## config.mk

```make
export PLATFORM = sky130hd
export DESIGN_NAME = mem_arbiter
export DESIGN_NICKNAME = d
export VERILOG_FILES = /design/src/rtl/mem_arbiter.sv
export SDC_FILE = /design/constraint.sdc
export NUM_CORES = 1
export LEC_CHECK = 0
export CORE_AREA = 2 2 104 106
export DETAILED_ROUTE_END_ITERATION = 8
export DIE_AREA = 0 0 106 108
export GPL_ROUTABILITY_DRIVEN = 0
export PLACE_DENSITY_LB_ADDON = 0.12
export SYNTH_ARGS = -nofsm -noshare
export SYNTH_HDL_FRONTEND = slang
export SYNTH_SLANG_ARGS = --single-unit
```

## constraint.sdc

```tcl
create_clock -name CLK -period 3.21 [get_ports CLK]
set_input_delay 0.963 -clock CLK [delete_from_list [all_inputs] [get_ports CLK]]
set_output_delay 0.963 -clock CLK [all_outputs]
set_load 0.005 [all_outputs]
```

## src/rtl/mem_arbiter.sv

```systemverilog
// Shared RAM port arbiter for instruction fetch and data access.
// Data requests win by default; a starvation counter forces a fetch grant, and a watchdog aborts stuck grants.
module mem_arbiter #(
   parameter int unsigned STARVE_MAX = 4,
   parameter int unsigned TIMEOUT    = 255
) (
   input  logic        CLK,
   input  logic        nRST,
   input  logic        iREN,
   input  logic [31:0] iaddr,
   output logic [31:0] iload,
   output logic        iwait,
   input  logic        dREN,
   input  logic        dWEN,
   input  logic [31:0] daddr,
   input  logic [31:0] dstore,
   output logic [31:0] dload,
   output logic        dwait,
   output logic        ramREN,
   output logic        ramWEN,
   output logic [31:0] ramaddr,
   output logic [31:0] ramstore,
   input  logic [31:0] ramload,
   input  logic [1:0]  ramstate,
   output logic        memerr
);

   localparam int unsigned SW = $clog2(STARVE_MAX + 1);
   localparam int unsigned TW = $clog2(TIMEOUT + 1);
   localparam logic [1:0] RAM_ACCESS = 2'd2;

   typedef enum logic [1:0] {IDLE, GRANT_I, GRANT_D} state_t;

   state_t        state, state_nxt;
   logic [SW-1:0] starve_cnt, starve_nxt;
   logic [TW-1:0] tmo_cnt, tmo_nxt, tmo_inc;
   logic          memerr_nxt;
   logic          tmo_hit;
   logic          access;

   assign access  = (ramstate == RAM_ACCESS);
   assign tmo_inc = tmo_cnt + TW'(1);
   assign tmo_hit = (tmo_inc == TW'(TIMEOUT));

   // State and counter registers
   always_ff @(posedge CLK or negedge nRST) begin
      if (!nRST) begin
         state      <= IDLE;
         starve_cnt <= '0;
         tmo_cnt    <= '0;
         memerr     <= 1'b0;
      end else begin
         state      <= state_nxt;
         starve_cnt <= starve_nxt;
         tmo_cnt    <= tmo_nxt;
         memerr     <= memerr_nxt;
      end
   end

   // Arbitration, RAM muxing and completion handshakes
   always_comb begin
      state_nxt  = state;
      starve_nxt = starve_cnt;
      tmo_nxt    = tmo_cnt;
      memerr_nxt = memerr;
      ramREN     = 1'b0;
      ramWEN     = 1'b0;
      ramaddr    = '0;
      ramstore   = '0;
      iwait      = 1'b1;
      dwait      = 1'b1;
      iload      = '0;
      dload      = '0;

      case (state)
         IDLE: begin
            tmo_nxt = '0;
            if (iREN && (starve_cnt == SW'(STARVE_MAX)))
               state_nxt = GRANT_I;
            else if (dREN || dWEN)
               state_nxt = GRANT_D;
            else if (iREN)
               state_nxt = GRANT_I;
         end

         GRANT_D: begin
            ramREN   = dREN;
            ramWEN   = dWEN;
            ramaddr  = daddr;
            ramstore = dstore;
            if (access) begin
               dwait     = 1'b0;
               dload     = ramload;
               state_nxt = IDLE;
               if (!iREN)
                  starve_nxt = '0;
               else if (starve_cnt != SW'(STARVE_MAX))
                  starve_nxt = starve_cnt + SW'(1);
            end else if (!(dREN || dWEN)) begin
               state_nxt = IDLE;
            end else if (tmo_hit) begin
               memerr_nxt = 1'b1;
               state_nxt  = IDLE;
            end else begin
               tmo_nxt = tmo_inc;
            end
         end

         GRANT_I: begin
            ramREN  = iREN;
            ramaddr = iaddr;
            if (access) begin
               iwait      = 1'b0;
               iload      = ramload;
               state_nxt  = IDLE;
               starve_nxt = '0;
            end else if (!iREN) begin
               state_nxt = IDLE;
            end else if (tmo_hit) begin
               memerr_nxt = 1'b1;
               state_nxt  = IDLE;
            end else begin
               tmo_nxt = tmo_inc;
            end
         end

         default: state_nxt = IDLE;
      endcase
   end

endmodule

```

# After elaboration in Yosys (flattened, before gate mapping)
# Index checks and enable logic that the tools add are counted.
# classes
add_sub_neg	2
multipliers	0
div_mod_pow	0
magnitude_cmp	0
n_eq_ne	14
shifts	0
mux	36
n_bitwise	0
n_reduce_logical	8
# ops
cell	n
$mux W32	4
$pmux W32 S2	1
$mux W8	5
$pmux W8 S3	1
$mux W2	8
$mux W3	4
$ne A2 B2 Y1 const B	6
$reduce_and A5 Y1	2
$mux W1	9
$add A8 B1 Y8 const B	1
$eq A8 B8 Y1 const B	1
$ne A3 B3 Y1 const B	2
$pmux W2 S3	1
$pmux W3 S2	1
$eq A2 B2 Y1 const B	2
$ne A4 B4 Y1 const B	1
$pmux W1 S2	2
$reduce_and A4 Y1	1
$add A3 B1 Y3 const B	1
$eq A3 B3 Y1 const B	1
$reduce_bool A3 Y1	1
$eq A2 B1 Y1 const B	1
$logic_not A2 Y1	1
$reduce_bool A2 Y1	1
2 further kinds	2
# word_totals
regBits	14
latch_bits	0
ramBits	0
rom_bits	0
in_bits	135
elab_cells	64
memories	0

# Logic depth before layout (Yosys ltp)
# Gate-level depths: netlist of run 1.
# depth
word_depth	6
ltp_mapped	8
mapped_depth_nobuf	7

# Least setup slack after synthesis of run 1
# OpenSTA, ideal clock, no wires.
# synth_timing
path_kind	input to output
start	in ramstate[1]
end	out dload[0]
arrival_ps	1924
slack_ps	323
cell_stages	4
cell_sequence	nor2b_1 clkbuf_1 clkbuf_1 and3_1
# synth_via
elab_chain_cells	3
# synth_rtl
element	line	rtl
start: declaration	24	input logic [1:0] ramstate,
$eq A2 B2 Y1	41	assign access = (ramstate == RAM_ACCESS);
$mux W32	91	if (access) begin
$mux W32	75	case (state)
end: declaration	17	output logic [31:0] dload,
# No other way between the ends.

# Worst setup path in the final report of run 1
# layout_timing
start	in dREN
end	out ramREN
# layout_via
elab_chain_cells	1
# layout_rtl
element	line	rtl
start: declaration	13	input logic dREN,
$pmux W1 S2	75	
end: declaration	19	output logic ramREN,
# No other way between the ends.

==> metrics.txt, run 1 <==
# TYPE chip_impl_metric gauge
chip_impl_metric{name="timing_worst_slew_pin_value",unit="ns"} 0.781
chip_impl_metric{name="vdd_ir_drop_max",unit="V"} 0.000245
chip_impl_metric{name="syn-instance-count",unit=""} 300
chip_impl_metric{name="effective_utilization_at_floorplan",unit="%"} 20.3
chip_impl_metric{name="route.antenna.remaining_nets",unit=""} 0
chip_impl_metric{name="finish.cell_count_without_fillers",unit=""} 707
chip_impl_metric{name="htree_levels",unit=""} 1
chip_impl_info{name="grt_setup_unrepaired",value="no"} 1
chip_impl_metric{name="slew_headroom",unit="%"} 46.6
chip_impl_metric{name="timing_hold_violations_final",unit=""} 0
chip_impl_info{name="post-synth-top-area-cell",value="sky130_fd_sc_hd__and3_1"} 1
chip_impl_metric{name="power_dens_cells",unit="nW/um^2"} 457
chip_impl_info{name="synthFlopType",value="sky130_fd_sc_hd__dfrtp_1"} 1
chip_impl_metric{name="fraction_of_the_core_area_covered_by_cells_at_the_end_of_the_flow",unit="%"} 50.9
chip_impl_metric{name="post_synth.cell_area_avg",unit="sq um"} 6.92
chip_impl_metric{name="timing.final.setup_violations",unit=""} 0
chip_impl_metric{name="num_vias",unit=""} 3310
chip_impl_metric{name="hold_buffers",unit=""} 0
chip_impl_metric{name="timing.hold.worst_path_depth",unit=""} 1
chip_impl_metric{name="groute.usage.overall",unit="%"} 21.0
chip_impl_info{name="synth_top_cells_by_area",value="sky130_fd_sc_hd__and3_1 20%, sky130_fd_sc_hd__dfrtp_1 17%, sky130_fd_sc_hd__a22oi_1 12%"} 1
chip_impl_metric{name="initialDrtViolationCount",unit=""} 145
chip_impl_metric{name="static-leakage-power",unit="uW"} 0.00251
chip_impl_metric{name="clk-insertion-delay-late",unit="ns"} 0.25
chip_impl_metric{name="clk_path_buf_depth",unit=""} 2
chip_impl_info{name="cts_tree",value="yes"} 1
chip_impl_metric{name="share_of_the_cycle_needed_by_the_critical_path_after_routing",unit="%"} 97.9
chip_impl_metric{name="global_route_congestion_overflow_total",unit=""} 0
chip_impl_metric{name="cts_buffers",unit=""} 3
chip_impl_metric{name="first_global_vias",unit=""} 3289
chip_impl_metric{name="first_pass_iters",unit=""} 4
chip_impl_metric{name="synthesis.yosys.warnings",unit=""} 0
chip_impl_metric{name="design.die.area",unit="sq um"} 11400
chip_impl_info{name="setup.worst_path.start_class",value="primary input"} 1
chip_impl_metric{name="nNetsFinal",unit=""} 716
chip_impl_metric{name="floorplan.rows",unit=""} 37
chip_impl_metric{name="finalClockSkew",unit="ns"} 0.00370
chip_impl_metric{name="top_fanout_value_on_the_critical_path",unit=""} 2
chip_impl_metric{name="synth_enable_flop_cells",unit=""} 0
chip_impl_metric{name="grt_max_degree",unit=""} 54
chip_impl_metric{name="areaGrowthSynthToFinish",unit="%"} 151
chip_impl_metric{name="synth.distinct_cells",unit=""} 40
chip_impl_metric{name="synth.yosys.seq_area_share",unit="%"} 16.9
chip_impl_metric{name="count_of_cells_along_the_worst_register_to_register_path",unit=""} 9
chip_impl_metric{name="drive_gt1_share",unit="%"} 17.3
chip_impl_metric{name="synth-async-reset-ratio",unit="%"} 100
chip_impl_metric{name="antenna_found_initial",unit=""} 0
chip_impl_info{name="hold_path_class",value="flop to flop"} 1
chip_impl_metric{name="synth_top_area_share",unit="%"} 19.9
chip_impl_metric{name="critical_path_arrival",unit="ns"} 2.18
chip_impl_metric{name="place.detailed.hpwl",unit="mm"} 10.6
chip_impl_metric{name="max_freq",unit="MHz"} 318
chip_impl_metric{name="n_antenna_cell",unit=""} 0
chip_impl_metric{name="viasPerCell",unit=""} 4.68
chip_impl_metric{name="netlist_area",unit="sq um"} 2080
chip_impl_metric{name="clk_pin_slew",unit="ns"} 0.06
chip_impl_info{name="setup.worst_path.class",value="primary input to primary output"} 1
chip_impl_metric{name="setup_total_negative_slack",unit="ns"} 0
chip_impl_info{name="status",value="completed"} 1
chip_impl_metric{name="numClockSinks",unit=""} 14
chip_impl_metric{name="totalPowerFinal",unit="uW"} 2380
chip_impl_metric{name="global_route_wire_length_before_repair",unit="mm"} 18.7
chip_impl_info{name="synth_common_cells",value="66 x sky130_fd_sc_hd__and3_1, 35 x sky130_fd_sc_hd__nor2_1, 33 x sky130_fd_sc_hd__a22oi_1, 33 x sky130_fd_sc_hd__and2_1, 29 x sky130_fd_sc_hd__clkbuf_1"} 1
chip_impl_info{name="synth.most_common_cell",value="sky130_fd_sc_hd__and3_1"} 1
chip_impl_metric{name="syn-num-nets",unit=""} 443
chip_impl_metric{name="drt-wirelength-per-cell",unit="um"} 18.8
chip_impl_metric{name="maxCapViolCount",unit=""} 0
chip_impl_metric{name="placed_cells",unit=""} 687
chip_impl_metric{name="multi_input_area",unit="sq um"} 1620
chip_impl_metric{name="slew_violations",unit=""} 0
chip_impl_metric{name="height_of_the_die",unit="um"} 108
chip_impl_metric{name="fp.dieW",unit="um"} 106
chip_impl_metric{name="postSynthRegisterBits",unit=""} 14
chip_impl_metric{name="fp.coreArea",unit="sq um"} 10200
chip_impl_metric{name="register_area",unit="sq um"} 353
chip_impl_info{name="root_buffer",value="sky130_fd_sc_hd__clkbuf_8"} 1
chip_impl_metric{name="design.portCount",unit=""} 268
chip_impl_metric{name="io_buffer_count",unit=""} 267
chip_impl_metric{name="fillCellCount",unit=""} 1026
chip_impl_info{name="category_of_the_worst_setup_path_capture_point",value="primary output"} 1
chip_impl_metric{name="drt_drc_violations_left",unit=""} 0
chip_impl_metric{name="critPathRequiredTime",unit="ns"} 2.25
chip_impl_metric{name="finalWirelength",unit="mm"} 13.3
chip_impl_metric{name="post-route-min-period",unit="ns"} 3.14
-- stage by stage --
step / cell area, sq um / hold WS, ns / worst slack [ns]
final: 5210 / 0.479 / 0.0664
after floorplan: 2080 / 0.466 / 0.323
after CTS: 5030 / 0.489 / -0.200
after global routing: 5210 / 0.506 / 0.0167
after global placement: 4960 / 0.467 / -0.268
after detailed placement: 4960 / 0.476 / -0.286
-- critical path, stage by stage --
cell,delay (ns)
sky130_fd_sc_hd__clkdlybuf4s50_1,0.50
sky130_fd_sc_hd__a22oi_1,0.07
sky130_fd_sc_hd__nor2_1,0.10
sky130_fd_sc_hd__clkdlybuf4s50_1,0.54
-- layer usage --
layer,track usage [%],vias up,routed length (um)
met5,0,-,0
met4,3.01,0,125
met3,6.03,8,1060
met2,37.3,133,6690
met1,26.0,1544,5430
li1,-,1625,-
-- registers in the layout (all words and copies together) (netlist names) --
name        cells
state           2
tmo_cnt         8
memerr          1
starve_cnt      3
-- what timing repair did --
action                                  CTS  global route
cloned                                    3             3
pin swaps                                 1             0
endpoints found under the hold margin     0             0
gates resized for setup                 181            28
setup buffers                             3             9
endpoints found under the setup margin   67            82
-- kinds of logic after synthesis --
family,Yosys count,share of synthesized area (%)
compound gates,66,23.3
xor+xnor,2,0.844
fa+ha+maj,8,4.82
buf+inv,41,7.83
flops,14,16.9
mux,2,1.20
simple gates,167,45.1
-- cell type report --
| cell class | count | area share, % |
|---|---|---|
| clock buffers | 3 | 0.792 |
| inverters | 8 | 0.648 |
| multi-input cells | 245 | 31.0 |
| flip-flops and latches | 14 | 6.77 |
| well taps | 136 | 3.26 |
| repair buffers | 301 | 57.5 |
-- layout by cell type (no fill, tap or decap), types with 3 or more instances in the layout --
cell type / count
sky130_fd_sc_hd__dfrtp_1: 12
sky130_fd_sc_hd__and3_4: 4
sky130_fd_sc_hd__buf_4: 21
sky130_fd_sc_hd__nand3_1: 5
sky130_fd_sc_hd__dlygate4sd2_1: 11
sky130_fd_sc_hd__buf_2: 22
sky130_fd_sc_hd__clkbuf_8: 3
sky130_fd_sc_hd__nand3b_1: 4
sky130_fd_sc_hd__a22oi_1: 33
sky130_fd_sc_hd__a22o_1: 4
sky130_fd_sc_hd__inv_1: 7
sky130_fd_sc_hd__o211ai_1: 4
sky130_fd_sc_hd__and2_1: 33
sky130_fd_sc_hd__and3_1: 62
sky130_fd_sc_hd__buf_12: 5
sky130_fd_sc_hd__dlymetal6s2s_1: 10
sky130_fd_sc_hd__clkdlybuf4s50_1: 198
sky130_fd_sc_hd__nand2_1: 10
sky130_fd_sc_hd__clkdlybuf4s15_2: 24
sky130_fd_sc_hd__buf_6: 7
sky130_fd_sc_hd__o21ai_0: 14
sky130_fd_sc_hd__ha_1: 6
sky130_fd_sc_hd__nor2_1: 35
-- power breakdown --
| part | switching (uW) | total [uW] | leakage [uW] | internal, uW |
|---|---|---|---|---|
| Combinational | 876 | 1970 | 0.00231 | 1090 |
| Sequential | 49.2 | 265 | 0.000186 | 216 |
| Clock | 65.5 | 149 | 0.0000216 | 83.2 |
| Total | 991 | 2380 | 0.00251 | 1390 |
-- worst paths after layout --
path,from,to,slack (ns)
max in group asynchronous,nRST,state[0],1.60
max reg2reg,state[0],tmo_cnt[4],0.69
max,dREN,ramREN,0.07
min reg2reg,memerr,memerr,0.48
min,memerr,memerr,0.48
min in group asynchronous,nRST,tmo_cnt[3],1.13
Power figures use the tool's default switching activity.
==> inputs of run 2 (changes only) <==
--- a/config.mk
+++ b/config.mk
@@ -5,9 +5,10 @@
 export SDC_FILE = /design/constraint.sdc
 export NUM_CORES = 1
 export LEC_CHECK = 0
-export CORE_AREA = 2 2 104 106
+export ABC_AREA = 1
+export CORE_AREA = 2 2 105 107
 export DETAILED_ROUTE_END_ITERATION = 8
-export DIE_AREA = 0 0 106 108
+export DIE_AREA = 0 0 107 109
 export GPL_ROUTABILITY_DRIVEN = 0
 export PLACE_DENSITY_LB_ADDON = 0.12
 export SYNTH_ARGS = -nofsm -noshare
==> metrics.txt, run 2 <==
# TYPE chip_impl_metric gauge
chip_impl_metric{name="finalClockSkew",unit="ns"} 0.00355
chip_impl_metric{name="postSynthRegisterBits",unit=""} 14
chip_impl_info{name="synth_top_cells_by_area",value="sky130_fd_sc_hd__nand2_1 24%, sky130_fd_sc_hd__dfrtp_1 16%, sky130_fd_sc_hd__inv_1 14%"} 1
chip_impl_metric{name="post-route-min-period",unit="ns"} 3.15
chip_impl_metric{name="vdd_ir_drop_max",unit="V"} 0.000271
chip_impl_metric{name="timing_hold_violations_final",unit=""} 0
chip_impl_info{name="post-synth-top-area-cell",value="sky130_fd_sc_hd__nand2_1"} 1
chip_impl_metric{name="cpPeakStageDelay",unit="ns"} 0.53
chip_impl_metric{name="syn-instance-count",unit=""} 429
chip_impl_metric{name="timing.final.setup_violations",unit=""} 0
chip_impl_metric{name="slew_headroom",unit="%"} 58.0
chip_impl_metric{name="grt_max_degree",unit=""} 65
chip_impl_metric{name="num_vias",unit=""} 3548
chip_impl_metric{name="route.antenna.remaining_nets",unit=""} 0
chip_impl_info{name="holdCritStartpoint",value="memerr"} 1
chip_impl_metric{name="numClockSinks",unit=""} 14
chip_impl_metric{name="critPathRequiredTime",unit="ns"} 2.25
chip_impl_info{name="worst_r2r_endpoint",value="tmo_cnt[5]"} 1
chip_impl_info{name="crit_path_cell_trace",value="clkdlybuf4s50_1, nand2_1, a21oi_2, clkdlybuf4s50_1"} 1
chip_impl_info{name="synth_common_cells",value="137 x sky130_fd_sc_hd__nand2_1, 81 x sky130_fd_sc_hd__inv_1, 80 x sky130_fd_sc_hd__nor2_1"} 1
chip_impl_metric{name="final.hold.worst_slack",unit="ns"} 0.532
chip_impl_metric{name="slew_violations",unit=""} 0
chip_impl_metric{name="floorplan.rows",unit=""} 38
chip_impl_metric{name="syn-num-nets",unit=""} 572
chip_impl_metric{name="timing.hold.worst_path_depth",unit=""} 1
chip_impl_metric{name="power_dens_cells",unit="nW/um^2"} 527
chip_impl_metric{name="drive_gt1_share",unit="%"} 11.0
chip_impl_metric{name="place.detailed.hpwl",unit="mm"} 8.92
chip_impl_metric{name="drt-wirelength-per-cell",unit="um"} 13.6
chip_impl_metric{name="fp.dieW",unit="um"} 107
chip_impl_metric{name="io_buffer_count",unit=""} 267
chip_impl_metric{name="max_freq",unit="MHz"} 317
chip_impl_metric{name="synthesis.yosys.warnings",unit=""} 0
chip_impl_metric{name="design.portCount",unit=""} 268
chip_impl_metric{name="fp.coreArea",unit="sq um"} 10600
chip_impl_metric{name="clk_pin_slew",unit="ns"} 0.06
chip_impl_metric{name="timing.final.ws_setup",unit="ns"} 0.0576
chip_impl_metric{name="synth-async-reset-ratio",unit="%"} 100
chip_impl_metric{name="largest_register_ff_count",unit=""} 8
chip_impl_info{name="commonest_non_fill_non_tap_cells_in_the_layout",value="201 x sky130_fd_sc_hd__clkdlybuf4s50_1, 135 x sky130_fd_sc_hd__nand2_1, 80 x sky130_fd_sc_hd__inv_1"} 1
chip_impl_metric{name="cts_buffers",unit=""} 3
chip_impl_metric{name="netlist_area",unit="sq um"} 2180
chip_impl_metric{name="fraction_of_the_core_area_covered_by_cells_at_the_end_of_the_flow",unit="%"} 49.8
chip_impl_metric{name="first_global_vias",unit=""} 3235
chip_impl_metric{name="drt_drc_violations_left",unit=""} 0
chip_impl_metric{name="fillCellCount",unit=""} 1068
chip_impl_metric{name="n_antenna_cell",unit=""} 0
chip_impl_metric{name="dpl_worst_slack",unit="ns"} -0.353
chip_impl_metric{name="count_of_cells_along_the_worst_register_to_register_path",unit=""} 9
chip_impl_metric{name="clk_path_buf_depth",unit=""} 2
chip_impl_metric{name="first_pass_iters",unit=""} 4
chip_impl_metric{name="antenna_found_initial",unit=""} 0
chip_impl_metric{name="htree_levels",unit=""} 1
chip_impl_metric{name="placed_cells",unit=""} 826
chip_impl_metric{name="setup_slack_on_the_worst_flop_to_flop_path",unit="ns"} 1.24
chip_impl_metric{name="maxCapViolCount",unit=""} 0
chip_impl_info{name="grt_setup_unrepaired",value="no"} 1
chip_impl_metric{name="synth.distinct_cells",unit=""} 29
chip_impl_metric{name="top_fanout_value_on_the_critical_path",unit=""} 1
chip_impl_metric{name="nNetsFinal",unit=""} 843
chip_impl_metric{name="initialDrtViolationCount",unit=""} 168
chip_impl_metric{name="placedInstanceArea",unit="sq um"} 5070
chip_impl_metric{name="finish.cell_count_without_fillers",unit=""} 839
chip_impl_metric{name="share_of_the_cycle_needed_by_the_critical_path_after_routing",unit="%"} 98.2
chip_impl_info{name="worst_hold_path.endpoint",value="memerr"} 1
chip_impl_metric{name="global_route_wire_length_before_repair",unit="mm"} 16.3
chip_impl_metric{name="crit_buf_inv",unit=""} 2
chip_impl_metric{name="groute.usage.overall",unit="%"} 17.5
chip_impl_metric{name="finalWirelength",unit="mm"} 11.4
chip_impl_info{name="registers.top_by_ff_count",value="tmo_cnt"} 1
chip_impl_metric{name="viasPerCell",unit=""} 4.23
chip_impl_info{name="status",value="completed"} 1
chip_impl_info{name="category_of_the_worst_setup_path_capture_point",value="primary output"} 1
chip_impl_info{name="root_buffer",value="sky130_fd_sc_hd__clkbuf_8"} 1
chip_impl_info{name="rr_startpoint",value="state[1]"} 1
chip_impl_info{name="crit_family",value="buffers and inverters"} 1
chip_impl_info{name="hold_path_class",value="flop to flop"} 1
chip_impl_metric{name="final_cell_area",unit="sq um"} 5280
chip_impl_info{name="cts_tree",value="yes"} 1
chip_impl_metric{name="timing_worst_slew_pin_value",unit="ns"} 0.628
chip_impl_info{name="setup.worst_path.class",value="primary input to primary output"} 1
chip_impl_metric{name="height_of_the_die",unit="um"} 109
chip_impl_metric{name="synth.yosys.seq_area_share",unit="%"} 16.1
chip_impl_metric{name="global_route_congestion_overflow_total",unit=""} 0
chip_impl_metric{name="static-leakage-power",unit="uW"} 0.00286
chip_impl_info{name="crit_slowest_cell",value="sky130_fd_sc_hd__clkdlybuf4s50_1"} 1
chip_impl_info{name="synth.most_common_cell",value="sky130_fd_sc_hd__nand2_1"} 1
chip_impl_metric{name="critical_path_arrival",unit="ns"} 2.19
chip_impl_info{name="synthFlopType",value="sky130_fd_sc_hd__dfrtp_1"} 1
chip_impl_info{name="critical-path-top-cell-by-count",value="sky130_fd_sc_hd__clkdlybuf4s50_1"} 1
chip_impl_info{name="reg_top3",value="tmo_cnt: 8 flops, starve_cnt: 3 flops, state: 2 flops"} 1
chip_impl_metric{name="areaGrowthSynthToFinish",unit="%"} 142
chip_impl_info{name="leading_cell_type_in_the_layout_fill_and_taps_excluded",value="sky130_fd_sc_hd__clkdlybuf4s50_1"} 1
chip_impl_metric{name="effective_utilization_at_floorplan",unit="%"} 20.6
chip_impl_metric{name="clk-insertion-delay-late",unit="ns"} 0.24
chip_impl_metric{name="design.die.area",unit="sq um"} 11700
chip_impl_metric{name="synth_enable_flop_cells",unit=""} 0
chip_impl_metric{name="synth_top_area_share",unit="%"} 23.6
chip_impl_metric{name="post_synth.cell_area_avg",unit="sq um"} 5.08
chip_impl_info{name="setup.worst_path.start_class",value="primary input"} 1
==> run 2: repair_timing <==
item	in CTS	in global routing
resized for setup	128	15
hold endpoints to repair	0	0
hold buffers	0	0
endpoints found under the setup margin	67	47
cloned	3	1
pin swaps	1	0
buffers inserted	4	1
==> run 2: layout make-up <==
cell class | count | area [sq um] | share of cell area (%)
timing repair buffer | 287 | 2890 | 54.8
multi-input combinational | 309 | 1490 | 28.2
sequential | 14 | 350 | 6.64
inverter | 85 | 319 | 6.04
tap | 140 | 175 | 3.32
clock buffer | 4 | 55.1 | 1.04
==> run 2: routing by layer <==
layer | vias up | global-route usage [%] | wire [um]
met5 | - | 0 | 0
met4 | 0 | 3.99 | 231
met3 | 18 | 4.60 | 932
met2 | 147 | 32.3 | 5870
met1 | 1575 | 20.1 | 4370
li1 | 1808 | - | -
==> run 2: metrics by stage <==
step / total power, uW / TNS, ns
floorplan: 1270 / 0
global placement: 2510 / -18.66
detailed placement: 2530 / -17.51
CTS: 2740 / 0
global route: 3020 / 0
finish: 2780 / 0
==> run 2: how the worst max path moves through the flow <==
stage,start,end,slack [ns],cells after the start
6_report,daddr[16],ramaddr[16],0.06,4
5_1_grt,ramstate[1],iload[2],0.0004,7
4_1_cts,ramstate[1],iload[26],0.01,7
3_5_place_dp,ramstate[1],iload[30],-0.35,7
3_3_place_gp,ramstate[1],iload[30],-0.38,7
2_1_floorplan,ramstate[1],dload[22],0.64,5
==> run 2: power breakdown <==
| part | switching (uW) | total [uW] | internal, uW |
|---|---|---|---|
| Combinational | 1130 | 2340 | 1210 |
| Clock | 61.1 | 170 | 108 |
| Sequential | 51.0 | 276 | 225 |
==> run 2: cells by family after synthesis <==
kind of cell	after synthesis	share of synthesized area [%]
AO/OA/AOI/OAI	43	11.3
XOR/XNOR	1	0.402
adder cells (fa/ha/maj)	8	4.59
buffers and inverters	106	18.7
flip-flops	14	16.1
AND/OR/NAND/NOR	257	49.0
==> run 2: worst register-to-register path, delay by kind of cell (launching register included) <==
family | cells | cell delay (ns)
simple gates | 3 | 0.50
flops | 1 | 0.42
buf+inv | 3 | 0.35
compound gates | 2 | 0.30
fa+ha+maj | 1 | 0.28
==> inputs of run 3 (changes only) <==
--- a/config.mk
+++ b/config.mk
@@ -7,6 +7,7 @@
 export LEC_CHECK = 0
 export ABC_AREA = 1
 export CORE_AREA = 2 2 105 107
+export CTS_CLUSTER_DIAMETER = 60
 export DETAILED_ROUTE_END_ITERATION = 8
 export DIE_AREA = 0 0 107 109
 export GPL_ROUTABILITY_DRIVEN = 0
==> results of run 3 <==
No change in the layout: final DEF, timing and power equal those of run 2.
